<file path="src/rtl/bsg_fsb_pkg.sv">
// Shared types for the FSB test-node packet recorder: recorder FSM encoding.
package bsg_fsb_pkg;

  localparam int unsigned recorder_state_width_lp = 2;

  typedef enum logic [recorder_state_width_lp-1:0] {
    e_rec_idle    = 2'd0,
    e_rec_capture = 2'd1,
    e_rec_drain   = 2'd2,
    e_rec_done    = 2'd3
  } bsg_test_node_recorder_state_e;

endpackage

</file>
<file path="src/rtl/bsg_fifo_1r1w_small.sv">
// Small circular FIFO with an asynchronous head read; data_o reads 0 while empty.
module bsg_fifo_1r1w_small #(
  parameter int ring_width_p = 8,
  parameter int els_p        = 4
) (
  input  logic                    clk_i,
  input  logic                    reset_i,
  input  logic                    v_i,
  input  logic [ring_width_p-1:0] data_i,
  input  logic                    yumi_i,
  output logic                    full_o,
  output logic                    empty_o,
  output logic                    last_o,
  output logic [ring_width_p-1:0] data_o
);

  localparam int ptr_width_lp = (els_p > 1) ? $clog2(els_p) : 1;

  logic [ring_width_p-1:0] mem_q [els_p];
  logic [ptr_width_lp-1:0] rptr_q, wptr_q;
  logic [ptr_width_lp:0]   cnt_q;

  // els_p is a power of two, so the pointers wrap naturally.
  always_ff @(posedge clk_i) begin
    if (reset_i) begin
      rptr_q <= '0;
      wptr_q <= '0;
      cnt_q  <= '0;
    end else begin
      if (v_i)    wptr_q <= wptr_q + ptr_width_lp'(1);
      if (yumi_i) rptr_q <= rptr_q + ptr_width_lp'(1);
      case ({v_i, yumi_i})
        2'b10:   cnt_q <= cnt_q + (ptr_width_lp+1)'(1);
        2'b01:   cnt_q <= cnt_q - (ptr_width_lp+1)'(1);
        default: cnt_q <= cnt_q;
      endcase
    end
  end

  always_ff @(posedge clk_i) begin
    if (v_i) mem_q[wptr_q] <= data_i;
  end

  assign full_o  = (cnt_q == (ptr_width_lp+1)'(els_p));
  assign empty_o = (cnt_q == '0);
  assign last_o  = (cnt_q == (ptr_width_lp+1)'(1));
  assign data_o  = empty_o ? '0 : mem_q[rptr_q];

endmodule

</file>
<file path="src/rtl/bsg_test_node_packet_recorder.sv">
// Buffers, counts and checksums a test-node master's packets toward the MITM node.
// Checksum logic is built only when BSG_TEST_NODE_RECORDER_CHECKSUM_EN is defined.
module bsg_test_node_packet_recorder
  import bsg_fsb_pkg::*;
#(
  parameter int ring_width_p  = 8,
  parameter int els_p         = 4,
  parameter int count_width_p = 16
) (
  input  logic                     clk_i,
  input  logic                     reset_i,
  input  logic                     en_i,
  input  logic [count_width_p-1:0] limit_i,
  input  logic                     v_i,
  input  logic [ring_width_p-1:0]  data_i,
  output logic                     ready_o,
  output logic                     v_o,
  output logic [ring_width_p-1:0]  data_o,
  input  logic                     yumi_i,
  output logic [count_width_p-1:0] count_o,
  output logic [ring_width_p-1:0]  checksum_o,
  output logic                     done_o,
  output logic                     error_o
);

  bsg_test_node_recorder_state_e state_q, state_d;
  logic [count_width_p-1:0] limit_q, limit_d, count_q, count_d, count_inc;
  logic error_q, error_d;
  logic fifo_full, fifo_empty, fifo_last, accept;

  bsg_fifo_1r1w_small #(
    .ring_width_p(ring_width_p),
    .els_p       (els_p)
  ) fifo (
    .clk_i  (clk_i),
    .reset_i(reset_i),
    .v_i    (accept),
    .data_i (data_i),
    .yumi_i (yumi_i),
    .full_o (fifo_full),
    .empty_o(fifo_empty),
    .last_o (fifo_last),
    .data_o (data_o)
  );

  assign ready_o   = (state_q == e_rec_capture) && !fifo_full;
  assign accept    = v_i && ready_o;
  assign count_inc = (&count_q) ? count_q : count_q + count_width_p'(1);

  always_comb begin
    state_d = state_q;
    limit_d = limit_q;
    count_d = count_q;
    error_d = error_q;
    case (state_q)
      e_rec_idle: if (en_i) begin
        limit_d = limit_i;
        count_d = '0;
        error_d = 1'b0;
        state_d = (limit_i == '0) ? e_rec_drain : e_rec_capture;
      end
      e_rec_capture: begin
        if (accept) count_d = count_inc;
        if (!en_i || (accept && count_inc == limit_q)) state_d = e_rec_drain;
      end
      e_rec_drain: begin
        if (v_i) error_d = 1'b1;
        // Leave once the last buffered packet is consumed, not a cycle later.
        if (fifo_empty || (fifo_last && yumi_i)) state_d = e_rec_done;
      end
      e_rec_done: begin
        if (v_i) error_d = 1'b1;
        if (!en_i) state_d = e_rec_idle;
      end
      default: state_d = e_rec_idle;
    endcase
  end

  always_ff @(posedge clk_i) begin
    if (reset_i) begin
      state_q <= e_rec_idle;
      limit_q <= '0;
      count_q <= '0;
      error_q <= 1'b0;
    end else begin
      state_q <= state_d;
      limit_q <= limit_d;
      count_q <= count_d;
      error_q <= error_d;
    end
  end

`ifdef BSG_TEST_NODE_RECORDER_CHECKSUM_EN
  logic [ring_width_p-1:0] checksum_q, checksum_d;

  always_comb begin
    checksum_d = checksum_q;
    if (state_q == e_rec_idle && en_i) checksum_d = '0;
    else if (accept)                   checksum_d = checksum_q + data_i;
  end

  always_ff @(posedge clk_i) begin
    if (reset_i) checksum_q <= '0;
    else         checksum_q <= checksum_d;
  end

  assign checksum_o = checksum_q;
`else
  assign checksum_o = '0;
`endif

  assign v_o     = !fifo_empty;
  assign count_o = count_q;
  assign done_o  = (state_q == e_rec_done);
  assign error_o = error_q;

endmodule

</file>
<file path="config.mk">
export PLATFORM = sky130hd
export DESIGN_NAME = bsg_test_node_packet_recorder
export DESIGN_NICKNAME = d
export VERILOG_FILES = /design/src/rtl/bsg_fsb_pkg.sv /design/src/rtl/bsg_fifo_1r1w_small.sv /design/src/rtl/bsg_test_node_packet_recorder.sv
export SDC_FILE = /design/constraint.sdc
export NUM_CORES = 1
export LEC_CHECK = 0
export CORE_MARGIN = 2
export CORE_UTILIZATION = 51
export CTS_BUF_LIST = sky130_fd_sc_hd__clkbuf_4 sky130_fd_sc_hd__clkbuf_8
export DETAILED_ROUTE_END_ITERATION = 12
export PLACE_DENSITY = 0.79
export SYNTH_ARGS = -nofsm -noshare
export SYNTH_HDL_FRONTEND = slang
export SYNTH_SLANG_ARGS = --single-unit
</file>
<file path="constraint.sdc">
create_clock -name clk_i -period 2.7 [get_ports clk_i]
set_clock_uncertainty 0.1 [all_clocks]
set_input_delay 0.27 -clock clk_i [delete_from_list [all_inputs] [get_ports clk_i]]
set_output_delay 0.27 -clock clk_i [all_outputs]
set_load 0.02 [all_outputs]
</file>
# Yosys cells after proc, flatten, opt, wreduce, memory -nomap -nowiden
# Memory sizes are Yosys's and may differ from the RTL's. A register that Yosys moved wholly into a read port is not among the register bits.
# Index checks and enable logic that the tools add are counted.
dict set report word_totals {
  regBits 42
  mem_bits_rw 32
  output_inout_bits 36
  memories 1
}
dict set report op_classes {
  add_sub_neg 5
  eq_ne 14
  muxes 19
  reduce_logical 21
}
# name depth width rd rd_clocked_by_memory_dff wr line
set mem_list {}
lappend mem_list {fifo.mem_q 4 8 1 1 1 bsg_fifo_1r1w_small.sv:19} ;# logic [ring_width_p-1:0] mem_q [els_p];
# operator n
set ops {}
lappend ops {{two-way mux 16 bit} 3}
lappend ops {{one-hot mux 16 bit (2 select lines)} 1}
lappend ops {{adder 16 x 1 -> 16 bit (second input constant)} 1}
lappend ops {{equality test 16 bit} 1}
lappend ops {{zero test 16 bit} 1}
lappend ops {{AND reduction 16 bit} 1}
lappend ops {{two-way mux 2 bit} 7}
lappend ops {{two-way mux 8 bit} 1}
lappend ops {{inequality test 2 bit (second input constant)} 4}
lappend ops {{one-hot mux 2 bit (4 select lines)} 1}
lappend ops {{equality test 2 bit (second input constant)} 3}
lappend ops {{one-hot mux 3 bit (2 select lines)} 1}
lappend ops {{AND reduction 3 bit} 2}
lappend ops {{nonzero test 2 bit} 3}
lappend ops {{adder 2 x 1 -> 2 bit (second input constant)} 2}
lappend ops {{equality test 2 x 1 -> 1 bit (second input constant)} 2}
lappend ops {{logical AND 1 bit} 4}
lappend ops {{two-way mux 1 bit} 4}
lappend ops {{inequality test 2 x 1 -> 1 bit (second input constant)} 2}
lappend ops {{AND reduction 4 bit} 1}
lappend ops {{adder 3 x 1 -> 3 bit (second input constant)} 1}
lappend ops {{equality test 3 x 1 -> 1 bit (second input constant)} 1}
lappend ops {{equality test 3 bit (second input constant)} 1}
lappend ops {{zero test 1 bit} 3}
lappend ops {{other kinds (7)} 8}

# Longest topological paths before layout
dict set report depth {
  ltp_word 8
  mapped_depth 11
  ltp_nobuf 10
}

# Cells and area by module
# Synthesis repeated with hierarchy kept, for this count alone.
dict set report hier_totals {
  cells_unflattened 437
  area_unflattened_um2 4217.8
}
# mod n_inst cells_per_inst area_per_inst_um2
set by_module_without_submodules {}
lappend by_module_without_submodules {bsg_test_node_packet_recorder 1 336 2468.6}
lappend by_module_without_submodules {bsg_fifo_1r1w_small 1 101 1749.2}

# Least setup slack after synthesis
# OpenSTA, ideal clock, no wires.
dict set report synth_path {
  kind {reg-to-reg}
  startpoint {reg count_q[0], in the netlist count_o[0]}
  endpoint {reg state_q[1]}
  setup_ns 0.122
  arrival_ns 2.849
  t_required_ns 2.478
  path_slack_ns -0.370
  stages_incl_launch_ff 11
  path_buffers 1
  period_less_slack_ns 3.070
  cell_sequence {dfxtp_1 ha_1 clkbuf_8 inv_1 or4_4 mux2_4 a222oi_1 nand4_1 nor4_4 o21ai_0 nor3b_2}
}
dict set report synth_via {
  elab_chain_cells 7
  word_cells_on_any_way 8
}
# element line
set synth_rtl {}
lappend synth_rtl {{from (decl)} bsg_test_node_packet_recorder.sv:27} ;# logic [count_width_p-1:0] limit_q, limit_d, count_q, count_d, count_inc;
lappend synth_rtl {{from (signal assigned)} bsg_test_node_packet_recorder.sv:88} ;# count_q <= count_d;
lappend synth_rtl {{adder 16 x 1 -> 16 bit or AND reduction 16 bit (tied branches)} bsg_test_node_packet_recorder.sv:48} ;# assign count_inc = (&count_q) ? count_q : count_q + count_width_p'(1);
lappend synth_rtl {{two-way mux 16 bit *} bsg_test_node_packet_recorder.sv:48}
lappend synth_rtl {{equality test 16 bit *} bsg_test_node_packet_recorder.sv:64} ;# if (!en_i || (accept && count_inc == limit_q)) state_d = e_rec_drain;
lappend synth_rtl {{logical AND 1 bit *} bsg_test_node_packet_recorder.sv:64}
lappend synth_rtl {{logical OR 1 bit *} bsg_test_node_packet_recorder.sv:64}
lappend synth_rtl {{inequality test 2 x 1 -> 1 bit (no source line) *} n/a}
lappend synth_rtl {{AND reduction 4 bit (no source line) *} n/a}
lappend synth_rtl {{to (signal assigned)} bsg_test_node_packet_recorder.sv:81} ;# state_q <= e_rec_idle;
lappend synth_rtl {{to (signal assigned)} bsg_test_node_packet_recorder.sv:86} ;# state_q <= state_d;
lappend synth_rtl {{to (decl)} bsg_test_node_packet_recorder.sv:26} ;# bsg_test_node_recorder_state_e state_q, state_d;
# Mark *: on every way between the ends. The rest lies on a longest branch, timed or not.
# A chain may end at the register's enable or synchronous reset.

# Worst setup path in the final report
# Ends and elaborated chain as after synthesis.

==> summary.md <==
| Metric | Value |
|---|---|
| Floorplan die area | 9000 um2 |
| Slowest cell on crit path | sky130_fd_sc_hd__or3_2 |
| IO Pins | 65 |
| Clock period minus worst slack | 2.72 ns |
| Final hold viol count | 0 |
| Pin count of the biggest net entering global routing | 45 |
| Area growth, synth to finish | 29.9% |
| DRC marker count from the first detailed-route iteration | 414 |
| Commonest register cell after synthesis | sky130_fd_sc_hd__dfxtp_1 |
| Clock Root Buffer | sky130_fd_sc_hd__clkbuf_8 |
| Average size of a mapped cell | 9.61 um2 |
| Critical path data arrival time | 2.86 ns |
| Leakage power | 1.97 nW |
| Top area cells in the synthesized netlist | sky130_fd_sc_hd__edfxtp_1, sky130_fd_sc_hd__dfxtp_1, sky130_fd_sc_hd__a21oi_1 |
| PnR worst setup slack | -0.0183 ns |
| Via Count | 3,803 |
| Highest net fanout along the worst path | 5 |
| Rel. slew slack | 65.3% |
| Hold-fix buffer count after cts | 0 |
| Max-slew violations | 0 |
| Synth Cell Area | 4210 um2 |
| Rows | 33 |
| Routed Wire Length | 11.2 mm |
| Core Region | 8090 um2 |
| Critical Setup Path Class | reg -> reg |
| Total clock sinks | 76 |
| Min-delay worst type | reg -> reg |
| Status | complete, but fails checks |
| Cell mode on critical path | sky130_fd_sc_hd__buf_4 |
| Maxcap violations | 0 |
| CP Cell Sequence | ha_4 -> buf_4 -> nand4_1 -> nor4_2 -> buf_4 -> or3_2 -> o221a_2 -> nor4_4 -> o21ai_1 -> nor3b_2 |
| Count of flip-flops with a built-in enable after synthesis | 32 |
| Vias in the first global route | 3,731 |
| Ys async rst share | 0% |
| Number of inserted filler cells in the final layout | 627 |
| Number of distinct standard cells referenced by the synthesized netlist | 61 |
| Sequential cell fraction of total power | 37.5% |
| FF+latch count, synth | 76 |
| Count of mapped cells out of synthesis | 438 |
| Number of diodes | 0 |
| Switching power summed over all nets | 1.41 mW |
| Average vias per placed instance | 5.87 |
| Transition time at the pin with the least slew margin | 0.520 ns |
| Critical path capture point type | flip-flop |
| Die X-Extent | 94.8 um |
| Port Buf Inserts | 56 |
| Largest incremental delay on the critical path | 0.45 ns |
| Switching Fraction | 37.4% |
| H-tree levels | 3 |
| Initial DRT Pass Iterations | 5 |
| Data required time of the worst path | 2.84 ns |
| Ranking of synthesized cells by instance count | sky130_fd_sc_hd__nand2_1, sky130_fd_sc_hd__dfxtp_1, sky130_fd_sc_hd__a21oi_1 |
| Nets | 581 |
| Share of post-route cells with drive strength above 1 | 22.5% |
| Worst-skew pair later-pin latency | 0.36 ns |
| Total non-filler cell area in the finished layout | 5470 um2 |
| Top-area cell type share of the netlist area | 22.8% |
| Effective utilization at floorplan | 52.0% |
| DPL Wire Length | 7.89 mm |
| Global-route wire length before repair | 18.0 mm |
| Register cell area after layout | 1860 um2 |
| Standard cell area after detailed placement | 5160 um2 |
| Count of nets left with antenna violations after detail routing | 0 |
| Portion of total power attributed to the clock network | 24.4% |
| Sequential cell area fraction in the yosys report | 43.8% |
| CTS buffer count | 9 |
| Setup violations, final | 1 |
| Combinational cell fraction of total power | 38.1% |
| Maximum count of clock buffers along a single path | 2 |
| Congestion Overflow GR | 0 |
| Violations in the final reports | setup timing |
| Die Span Y | 94.8 um |
| Power density over cell area | 691 nW/um2 |
| Routed len/inst | 17.2 um |
| Cell-internal power | 2.37 mW |
| Power after layout | 3.78 mW |
| Area of combinational cells with multiple inputs | 2170 um2 |
| Count of unresolved DRC violations after routing | 0 |
| Number of antenna violations at the first check in global routing | 0 |
| Global placement routability congestion | 0.987 |
| Highest ir drop seen on vdd | 0.530 mV |
| Most repeated cell in the gate-level netlist after synthesis | sky130_fd_sc_hd__nand2_1 |
| CTS clock-pin slew for the worst setup and hold paths | 0.09 ns |
| Cell taking the most area after synthesis | sky130_fd_sc_hd__edfxtp_1 |
| Final cycle utilization of the critical path | 101% |
| Total track usage | 26.1% |
| Unrepaired setup endpoints after global routing | true |
| Critical Path Source Type | flip-flop |
| Top achievable clock speed | 368 MHz |
| TritonCTS clock tree | done |
| YS warnings | 0 |
[power groups by stage]
| stage | Combinational [mW] | Clock, mW | Sequential [mW] |
|---|---|---|---|
| finish | 1.44 | 0.923 | 1.41 |
| global route | 1.58 | 0.975 | 1.43 |
| CTS | 1.41 | 0.925 | 1.41 |
| detailed placement | 1.40 | 0 | 1.44 |
| global placement | 1.36 | 0 | 1.43 |
| floorplan | 0.888 | 0 | 1.43 |
[path summary, 6_finish.rpt]
check / slack [ns] / endpoint / depth (start not counted) / from
max: -0.02 / state_q[1]$_SDFFE_PP0P_ / 10 / count_o[0]$_SDFFE_PP0P_
min: 0.36 / limit_q[7]$_SDFFE_PP0P_ / 2 / limit_q[7]$_SDFFE_PP0P_
max reg2reg: -0.02 / state_q[1]$_SDFFE_PP0P_ / 10 / count_o[0]$_SDFFE_PP0P_
min reg2reg: 0.36 / limit_q[7]$_SDFFE_PP0P_ / 2 / limit_q[7]$_SDFFE_PP0P_
[worst max-delay path: cells and delay by family, from the launching register on]
family                     cells  cell delay (ns)
AOI/OAI and AO/OA              2             0.44
adders and majority gates      1             0.17
DFF                            1             0.38
and+or+nand+nor                5             1.21
buffers and inverters          2             0.30
[cell families after synthesis]
kind of cell             Yosys count  share of synthesized area (%)
AND/OR/NAND/NOR                  172                           21.6
buffers and inverters             52                           7.64
AO/OA/AOI/OAI                     89                           12.8
other                              1                         0.0891
multiplexers                      12                           5.38
XOR/XNOR                          22                           4.58
adder cells (fa/ha/maj)           14                           4.16
flip-flops                        76                           43.8
[layout by cell type (no fill, tap or decap), drive strengths merged, types with 2 or more instances in the layout]
cell type	instances
and2	3
dfxtp	44
o41ai	2
clkbuf	9
xor2	7
edfxtp	32
and4	2
a211oi	4
nand2	56
nor2	23
inv	22
clkdlybuf4s50	56
mux2	2
nor4	10
or3	5
o32ai	2
mux2i	2
nand4	14
nor2b	10
xnor2	15
a2111oi	2
mux4	8
o21ai	15
nor3	19
a21boi	4
a31oi	2
or4	4
ha	14
o22ai	2
a221oi	2
buf	59
conb	8
nand3	16
and3	8
clkinv	3
a21oi	43
o31ai	2
[stage by stage]
step	utilization [%]	hold slack, ns	setup TNS (ns)	setup slack [ns]	std cells
final	67.6	0.358	-0.0183	-0.0183	648
after global routing	67.6	0.402	-0.178	-0.114	648
after CTS	66.9	0.360	0	0.0170	647
after detailed placement	63.8	0.348	-0.0426	-0.0426	628
after global placement	63.8	0.346	0	0.0300	628
after floorplan	-	0.269	-0.000753	-0.000753	445
[routing by layer]
layer	global-route usage (%)	wire length, um	part of all wire (%)
met3	4.31	909	8.1
met1	34.4	4640	42
met5	0	0	0
met4	8.70	156	1.4
met2	43.7	5460	49
[registers in the layout (all words and copies together), names as in the netlist, named ones only]
| register | count |
|---|---|
| count_o | 16 |
| error_o | 1 |
| fifo.cnt_q | 3 |
| fifo.mem_q | 32 |
| fifo.rptr_q | 2 |
| fifo.wptr_q | 2 |
| limit_q | 16 |
| state_q | 2 |
[final cells by class]
type	count	share of cell area (%)
repair buffers	115	18.8
flip-flops and latches	76	34.1
clock buffers	9	2.26
clock inverters	7	1.49
multi-input cells	317	39.7
well taps	105	2.40
inverters	19	1.30
[repair_timing]
item	CTS	global route
buffers inserted	3	1
pin swaps	3	1
setup endpoints to repair	10	2
gates resized for setup	4	9
Note: power is estimated with default switching activity, not from simulation.
